## config.mk

```make
export PLATFORM = sky130hd
export DESIGN_NAME = lsu_dmem_bridge
export DESIGN_NICKNAME = d
export VERILOG_FILES = /design/src/rtl/lsu_dmem_bridge.sv
export SDC_FILE = /design/constraint.sdc
export NUM_CORES = 1
export LEC_CHECK = 0
export BUFFER_PORTS_ARGS = -buffer_cell sky130_fd_sc_hd__buf_2
export CAP_MARGIN = 10
export CORE_MARGIN = 3
export CORE_UTILIZATION = 50
export DETAILED_ROUTE_END_ITERATION = 10
export PLACE_DENSITY = 0.82
export SLEW_MARGIN = 20
export SYNTH_ARGS = -nofsm -noshare
export SYNTH_HDL_FRONTEND = slang
export SYNTH_SLANG_ARGS = --single-unit
```

## constraint.sdc

```tcl
create_clock -name CLK -period 2.4 [get_ports CLK]
set_clock_uncertainty 0.1 [all_clocks]
set_input_delay 0.24 -clock CLK [delete_from_list [all_inputs] [get_ports CLK]]
set_output_delay 0.24 -clock CLK [all_outputs]
set_load 0.1 [all_outputs]
```

## src/rtl/lsu_dmem_bridge.sv

```systemverilog
// Load/store bridge from the core data port to a valid/grant/rvalid DMEM bus.
// Handles one access at a time: lane steering, load extension, fault and timeout reporting.
module lsu_dmem_bridge #(
  parameter int ADDR_W  = 12,
  parameter int TIMEOUT = 64
) (
  input  logic              CLK,
  input  logic              RSTn,
  input  logic              req_valid,
  input  logic              req_we,
  input  logic [2:0]        req_funct3,
  input  logic [ADDR_W-1:0] req_addr,
  input  logic [31:0]       req_wdata,
  output logic              busy,
  output logic              rsp_valid,
  output logic [31:0]       rsp_rdata,
  output logic              fault,
  output logic [1:0]        fault_code,
  output logic              mem_req,
  output logic              mem_we,
  output logic [3:0]        mem_be,
  output logic [ADDR_W-3:0] mem_addr,
  output logic [31:0]       mem_wdata,
  input  logic              mem_gnt,
  input  logic              mem_rvalid,
  input  logic [31:0]       mem_rdata
);

  localparam int CNT_W = (TIMEOUT > 2) ? $clog2(TIMEOUT) : 1;

  typedef enum logic [1:0] {S_IDLE = 2'd0, S_REQ = 2'd1, S_WAIT = 2'd2, S_RESP = 2'd3} state_t;

  state_t            state_q;
  logic [CNT_W-1:0]  cnt_q;
  logic [2:0]        funct3_q;
  logic [1:0]        off_q;
  logic              busy_q, rsp_valid_q, fault_q, mem_req_q, mem_we_q;
  logic [31:0]       rsp_rdata_q, mem_wdata_q;
  logic [1:0]        fault_code_q;
  logic [3:0]        mem_be_q;
  logic [ADDR_W-3:0] mem_addr_q;

  logic              illegal_s, misal_s;
  logic [3:0]        be_s;
  logic [31:0]       wdata_s;

  // Shift the addressed lane down and extend it according to the load type.
  function automatic logic [31:0] load_extract(input logic [2:0] f3, input logic [1:0] off,
                                               input logic [31:0] d);
    logic [31:0] lane;
    lane = d >> {off, 3'b000};
    case (f3)
      3'b000:  return {{24{lane[7]}}, lane[7:0]};
      3'b001:  return {{16{lane[15]}}, lane[15:0]};
      3'b100:  return {24'h000000, lane[7:0]};
      3'b101:  return {16'h0000, lane[15:0]};
      default: return d;
    endcase
  endfunction

  // Size 2'b11 is never legal; bit 2 is only legal for LBU/LHU.
  assign illegal_s = (req_funct3[1:0] == 2'b11) | (req_funct3[2] & (req_we | req_funct3[1]));

  // Byte-enable mask, replicated store data and alignment check for the incoming request.
  always_comb begin
    be_s    = 4'b0000;
    wdata_s = req_wdata;
    misal_s = 1'b0;
    case (req_funct3[1:0])
      2'b00: begin
        be_s    = 4'b0001 << req_addr[1:0];
        wdata_s = {4{req_wdata[7:0]}};
      end
      2'b01: begin
        be_s    = 4'b0011 << {req_addr[1], 1'b0};
        wdata_s = {2{req_wdata[15:0]}};
        misal_s = req_addr[0];
      end
      2'b10: begin
        be_s    = 4'b1111;
        misal_s = |req_addr[1:0];
      end
      default: begin
        be_s    = 4'b0000;
        misal_s = 1'b0;
      end
    endcase
  end

  // Access FSM; every output is registered alongside the state transition.
  always_ff @(posedge CLK or negedge RSTn) begin
    if (!RSTn) begin
      state_q      <= S_IDLE;
      cnt_q        <= '0;
      funct3_q     <= 3'b000;
      off_q        <= 2'b00;
      busy_q       <= 1'b0;
      rsp_valid_q  <= 1'b0;
      rsp_rdata_q  <= 32'h0000_0000;
      fault_q      <= 1'b0;
      fault_code_q <= 2'b00;
      mem_req_q    <= 1'b0;
      mem_we_q     <= 1'b0;
      mem_be_q     <= 4'b0000;
      mem_addr_q   <= '0;
      mem_wdata_q  <= 32'h0000_0000;
    end else begin
      case (state_q)
        S_IDLE: begin
          if (req_valid) begin
            funct3_q <= req_funct3;
            off_q    <= req_addr[1:0];
            busy_q   <= 1'b1;
            if (illegal_s || misal_s) begin
              state_q      <= S_RESP;
              rsp_valid_q  <= 1'b1;
              rsp_rdata_q  <= 32'h0000_0000;
              fault_q      <= 1'b1;
              fault_code_q <= illegal_s ? 2'b10 : 2'b01;
            end else begin
              state_q     <= S_REQ;
              cnt_q       <= '0;
              mem_req_q   <= 1'b1;
              mem_we_q    <= req_we;
              mem_be_q    <= be_s;
              mem_addr_q  <= req_addr[ADDR_W-1:2];
              mem_wdata_q <= wdata_s;
            end
          end
        end
        S_REQ: begin
          if (mem_gnt || cnt_q == CNT_W'(TIMEOUT - 1)) begin
            mem_req_q   <= 1'b0;
            mem_we_q    <= 1'b0;
            mem_be_q    <= 4'b0000;
            mem_addr_q  <= '0;
            mem_wdata_q <= 32'h0000_0000;
          end
          if (mem_gnt && mem_we_q) begin
            state_q     <= S_RESP;
            rsp_valid_q <= 1'b1;
            rsp_rdata_q <= 32'h0000_0000;
          end else if (mem_gnt) begin
            state_q <= S_WAIT;
            cnt_q   <= cnt_q + CNT_W'(1);
          end else if (cnt_q == CNT_W'(TIMEOUT - 1)) begin
            state_q      <= S_RESP;
            rsp_valid_q  <= 1'b1;
            rsp_rdata_q  <= 32'h0000_0000;
            fault_q      <= 1'b1;
            fault_code_q <= 2'b11;
          end else begin
            cnt_q <= cnt_q + CNT_W'(1);
          end
        end
        S_WAIT: begin
          if (mem_rvalid) begin
            state_q     <= S_RESP;
            rsp_valid_q <= 1'b1;
            rsp_rdata_q <= load_extract(funct3_q, off_q, mem_rdata);
          end else if (cnt_q == CNT_W'(TIMEOUT - 1)) begin
            state_q      <= S_RESP;
            rsp_valid_q  <= 1'b1;
            rsp_rdata_q  <= 32'h0000_0000;
            fault_q      <= 1'b1;
            fault_code_q <= 2'b11;
          end else begin
            cnt_q <= cnt_q + CNT_W'(1);
          end
        end
        S_RESP: begin
          state_q      <= S_IDLE;
          busy_q       <= 1'b0;
          rsp_valid_q  <= 1'b0;
          rsp_rdata_q  <= 32'h0000_0000;
          fault_q      <= 1'b0;
          fault_code_q <= 2'b00;
        end
        default: begin
          state_q <= S_IDLE;
          busy_q  <= 1'b0;
        end
      endcase
    end
  end

  assign busy       = busy_q;
  assign rsp_valid  = rsp_valid_q;
  assign rsp_rdata  = rsp_rdata_q;
  assign fault      = fault_q;
  assign fault_code = fault_code_q;
  assign mem_req    = mem_req_q;
  assign mem_we     = mem_we_q;
  assign mem_be     = mem_be_q;
  assign mem_addr   = mem_addr_q;
  assign mem_wdata  = mem_wdata_q;

endmodule

```

# After elaboration in Yosys (flattened, before gate mapping)
# Index checks and enable logic that the tools add are counted.
# totals
regBits	98
input_bits	85
output_inout_bits	85
wordCells	121
# classes
n_addsub	1
n_eq_ne	18
n_shift	3
muxes	66
bitwise	3
reduce_logical	16
# ops
operator	n
two-way mux 32 bit	9
case mux 32 bit (4 select lines)	2
case mux 32 bit (2 select lines)	2
two-way mux 6 bit	6
>> shifter 32 x 5 -> 16 bit	1
two-way mux 10 bit	3
two-way mux 2 bit	13
case mux 10 bit (2 select lines)	1
case mux 6 bit (3 select lines)	1
two-way mux 1 bit	16
case mux 2 bit (4 select lines)	2
inequality test 2 bit (second input constant)	7
two-way mux 4 bit	3
case mux 4 bit (3 select lines)	1
AND reduction 5 bit	2
equality test 2 bit (second input constant)	4
case mux 1 bit (2 select lines)	4
case mux 1 bit (4 select lines)	2
case mux 4 bit (2 select lines)	1
adder 6 x 1 -> 6 bit (second input constant)	1
equality test 3 bit (second input constant)	2
equality test 6 bit (second input constant)	1
equality test 2 x 1 -> 1 bit (second input constant)	2
zero test 2 bit	2
other kinds (15)	19

# Logic depth before layout (Yosys ltp)
# logic_depth
word_depth	7
mapped_depth	9

# Least setup slack after synthesis
# Ideal clock, no wire load.
# synth_timing
path_kind	input -> register
start	input req_funct3[1]
end	register mem_wdata_q[15], in the netlist mem_wdata[15]
setup_time_ns	0.126
arrival_time_ns	2.062
path_slack_ns	0.111
stages	9
path_cell_list	buf_6 -> inv_1 -> ha_1 -> o211ai_1 -> a41oi_4 -> a311oi_2 -> buf_6 -> buf_12 -> mux2_4
# synth_via
elab_chain_len	6
word_cells_on_any_way	15
classes_between	4 x eq/ne; 5 x mux; 3 x bitwise; 3 x reduce/logical
# synth_lines
item	line	text
start: declaration	11	input logic [2:0] req_funct3,
branches (longest 6 deep; another with case mux 32 bit (2 select lines))	-	
end signal: assignment	127	mem_wdata_q <= wdata_s;
end: declaration	38	logic [31:0] rsp_rdata_q, mem_wdata_q;
# Parallel ways; which one is timed is not known. The select of a mux whose other input is x is not followed.
# A chain may end at the register's enable or synchronous reset.

# Final worst setup path
# layout_timing
start	register state_q[0]
end	register mem_be_q[3], in the netlist mem_be[3]
# layout_via
elab_chain_len	3
word_cells_on_any_way	8
classes_between	4 x eq/ne; 1 x mux; 3 x reduce/logical
# layout_lines
item	line	text
start: declaration	33	state_t state_q;
start signal: assignment	93	state_q <= S_IDLE;
start signal: assignment	115	state_q <= S_RESP;
start signal: assignment	121	state_q <= S_REQ;
equality test 2 x 1 -> 1 bit or zero test 2 bit (tied branches)	108	case (state_q)
inequality test 2 bit (no line) or nonzero test 2 bit (tied branches)	-	
AND reduction 4 bit (no line)	-	
end signal: assignment	125	mem_be_q <= be_s;
end: declaration	40	logic [3:0] mem_be_q;
# Several ways; a longest one is shown, not always the timed one.

==> metrics <==
max cap viols=0; Min-Delay Path Class=in2reg; top-area cell type share of the netlist area=0.4581; routed vias/inst=5.728; Worst Setup End Kind=register; Synth area leader=dfrtp_1; CTS Sinks=98; Syn Inst Count=516; Tmin final=2.273 ns; Die H=109.5 µm; prevailing post-synth register cell=dfrtp_1; clock latency on the worst-skew pair=0.37 ns; WP data arrival=2.43 ns; DRC=0; total I/O pin count=170; vias in the first global route=4790; DIE AREA=11990 µm²; CTS clk-pin slew, worst paths=0.11 ns; pin count of the biggest net entering global routing=48; FILL cells=850; hold_ws=0.06115 ns; largest cells by area after synthesis=dfrtp_1 (46%), mux2_2 (7.6%), o2bb2ai_1 (5.2%); YS warnings=0; CTS Buf Count=9; PortBufs=169; GR Util met3=0.04463; Yosys cell types=44; fmax=0.4399 GHz; Setup-failing EPs final=0; Reg area=2452 µm²; Post-synth top cells=dfrtp_1 (98), a21oi_1 (55), nand2_1 (43); crit path launch type=register; Max Root-Sink Buffers=2; Slew Limit Fails=0; Diodes inserted=0; via count=4754; xor/xnor share of the synthesized area=0; critical path data required time=2.55 ns; post-place setup slack=-0.07041 ns; RSZ-0062 raised after global routing=false; worst-margin pin slew=0.5429 ns; DRT antenna net count=0; syn_nets=612; CP Class=reg2reg; WL/cell=17.52 µm; Post-Syn Area=5354 µm²; DRT Pass-1 Iters=6; drt initial violations=299; Initial Util=0.5163; fin crit share=0.9471; H-tree levels=3; antenna violations before repair=0; busiest grt layer=met2; setup ws final=0.1269 ns; Slew HR=0.6357; area growth from synthesis to layout=24.33%; Cell Chain, Critical Path=inv_1 -> ha_1 -> inv_1 -> a41oi_4 -> a311oi_4 -> buf_12 -> mux2_2; simple-gate share of the synthesized area=0.1199; most used cell, CP=inv_1; crit-path max cell delay=0.42 ns; Synth Area in Compound Gates=0.1944; FP Rows=37; Avg Synthesized Cell Area=10.38 µm²; CP max-delay cell=dfrtp_1; layout cell share with drive strength beyond 1=0.3876; global-route wire length before repair=23430 µm; Die W=109.5 µm; placer congestion estimate=0.8970; CTS tree=yes; area of the multi-input gates=2691 µm²; main combinational cell family by area after synthesis=compound AO/OA/AOI/OAI gates; setup TNS=0 ns; Post-synth ARST share=1.000; GR Overflow Total=0; post-synthesis mux area share=0.1580; most common cell in the netlist=dfrtp_1; met2 Usage GRT=0.4028; outcome=finished, final reports clean; fin nets=785; final hold vios=0; total track usage=0.2449; Synth Area in Adders=0.02571; Synth Register Bits=98; CP max FO=47; Seq/Total Area, Yosys=0.4581; final WL=14540 µm; Clk Tree Root Cell=clkbuf_8; HPWL reported at the end of detailed placement=10760 µm; Core Area=10370 µm²; met1 GRT Util=0.3243; Post-synth EDFFs=0
[cell families (layout without fill, tap and decap cells)]
logic type,after synthesis,count (layout)
adder cells (fa/ha/maj),11,11
flip-flops,98,98
buffers and inverters,48,226
multiplexers,72,72
AO/OA/AOI/OAI,154,154
AND/OR/NAND/NOR,133,133
[placed cells by master (no fill, tap or decap), types with 8 or more instances in the layout]
cell,n
buf_2,168
dfrtp_1,98
a21oi_1,55
nand2_1,43
mux2_2,36
o2bb2ai_1,32
nor2_1,32
nor2b_1,26
o21ai_0,23
buf_4,22
mux2i_1,20
inv_1,16
mux2_4,16
ha_1,10
clkbuf_8,9
nor3b_1,8
[state kept, by name (all words and copies together) (netlist names), 2 cells and up]
register,flops
cnt_q,6
fault_code,2
funct3_q,3
mem_addr,10
mem_be,4
mem_wdata,32
off_q,2
rsp_rdata,32
state_q,2
[what timing repair did]
item,CTS,global route
endpoints found under the hold margin,39,0
endpoints found under the setup margin,0,7
buffers inserted,0,0
hold buffers,1,0
gates resized for setup,0,1
[worst paths after layout]
| path | from | to | slack [ns] | depth (start not counted) |
|---|---|---|---|---|
| min reg2reg | rsp_rdata[23]$_DFFE_PN0P_ | rsp_rdata[23]$_DFFE_PN0P_ | 0.39 | 1 |
| max in group asynchronous | RSTn | rsp_rdata[13]$_DFFE_PN0P_ | 1.27 | 3 |
| max | state_q[0]$_DFFE_PN0N_ | mem_be[3]$_DFFE_PN0P_ | 0.13 | 7 |
| min | mem_rdata[0] | rsp_rdata[0]$_DFFE_PN0P_ | 0.06 | 3 |
| min in group asynchronous | RSTn | rsp_rdata[25]$_DFFE_PN0P_ | 0.27 | 2 |
| max reg2reg | state_q[0]$_DFFE_PN0N_ | mem_be[3]$_DFFE_PN0P_ | 0.13 | 7 |
[layout make-up]
class | instances | share of cell area
Multi-Input combinational cell | 370 | 0.4043
Sequential cell | 98 | 0.3684
Timing Repair Buffer | 194 | 0.1617
Tap cell | 136 | 0.02556
Clock buffer | 9 | 0.01861
Clock inverter | 7 | 0.01241
Inverter | 16 | 0.009023
[metal layers]
layer  wire [µm]  vias to the layer above
met4         350                        0
met3        1167                       35
met2        6773                      235
met5           0                        -
met1        6247                     2281
li1            -                     2203
[critical path, delay by kind of cell, from the launching register on]
kind                     cells  cell delay (ns)
buffers and inverters        3             0.55
adder cells (fa/ha/maj)      1             0.27
flip-flops                   1             0.42
AO/OA/AOI/OAI                2             0.41
multiplexers                 1             0.38
[stage by stage]
step	area (µm²)	std cells	utilization
2_1_floorplan	5354	516	-
3_3_place_gp	6432	813	0.6203
3_5_place_dp	6432	813	0.6203
4_1_cts	6649	830	0.6412
5_1_grt	6656	830	0.6419
6_report	6656	830	0.6419
Power is not shown: default switching activity piles up to over one toggle a cycle in this logic, so the estimate is an artifact.
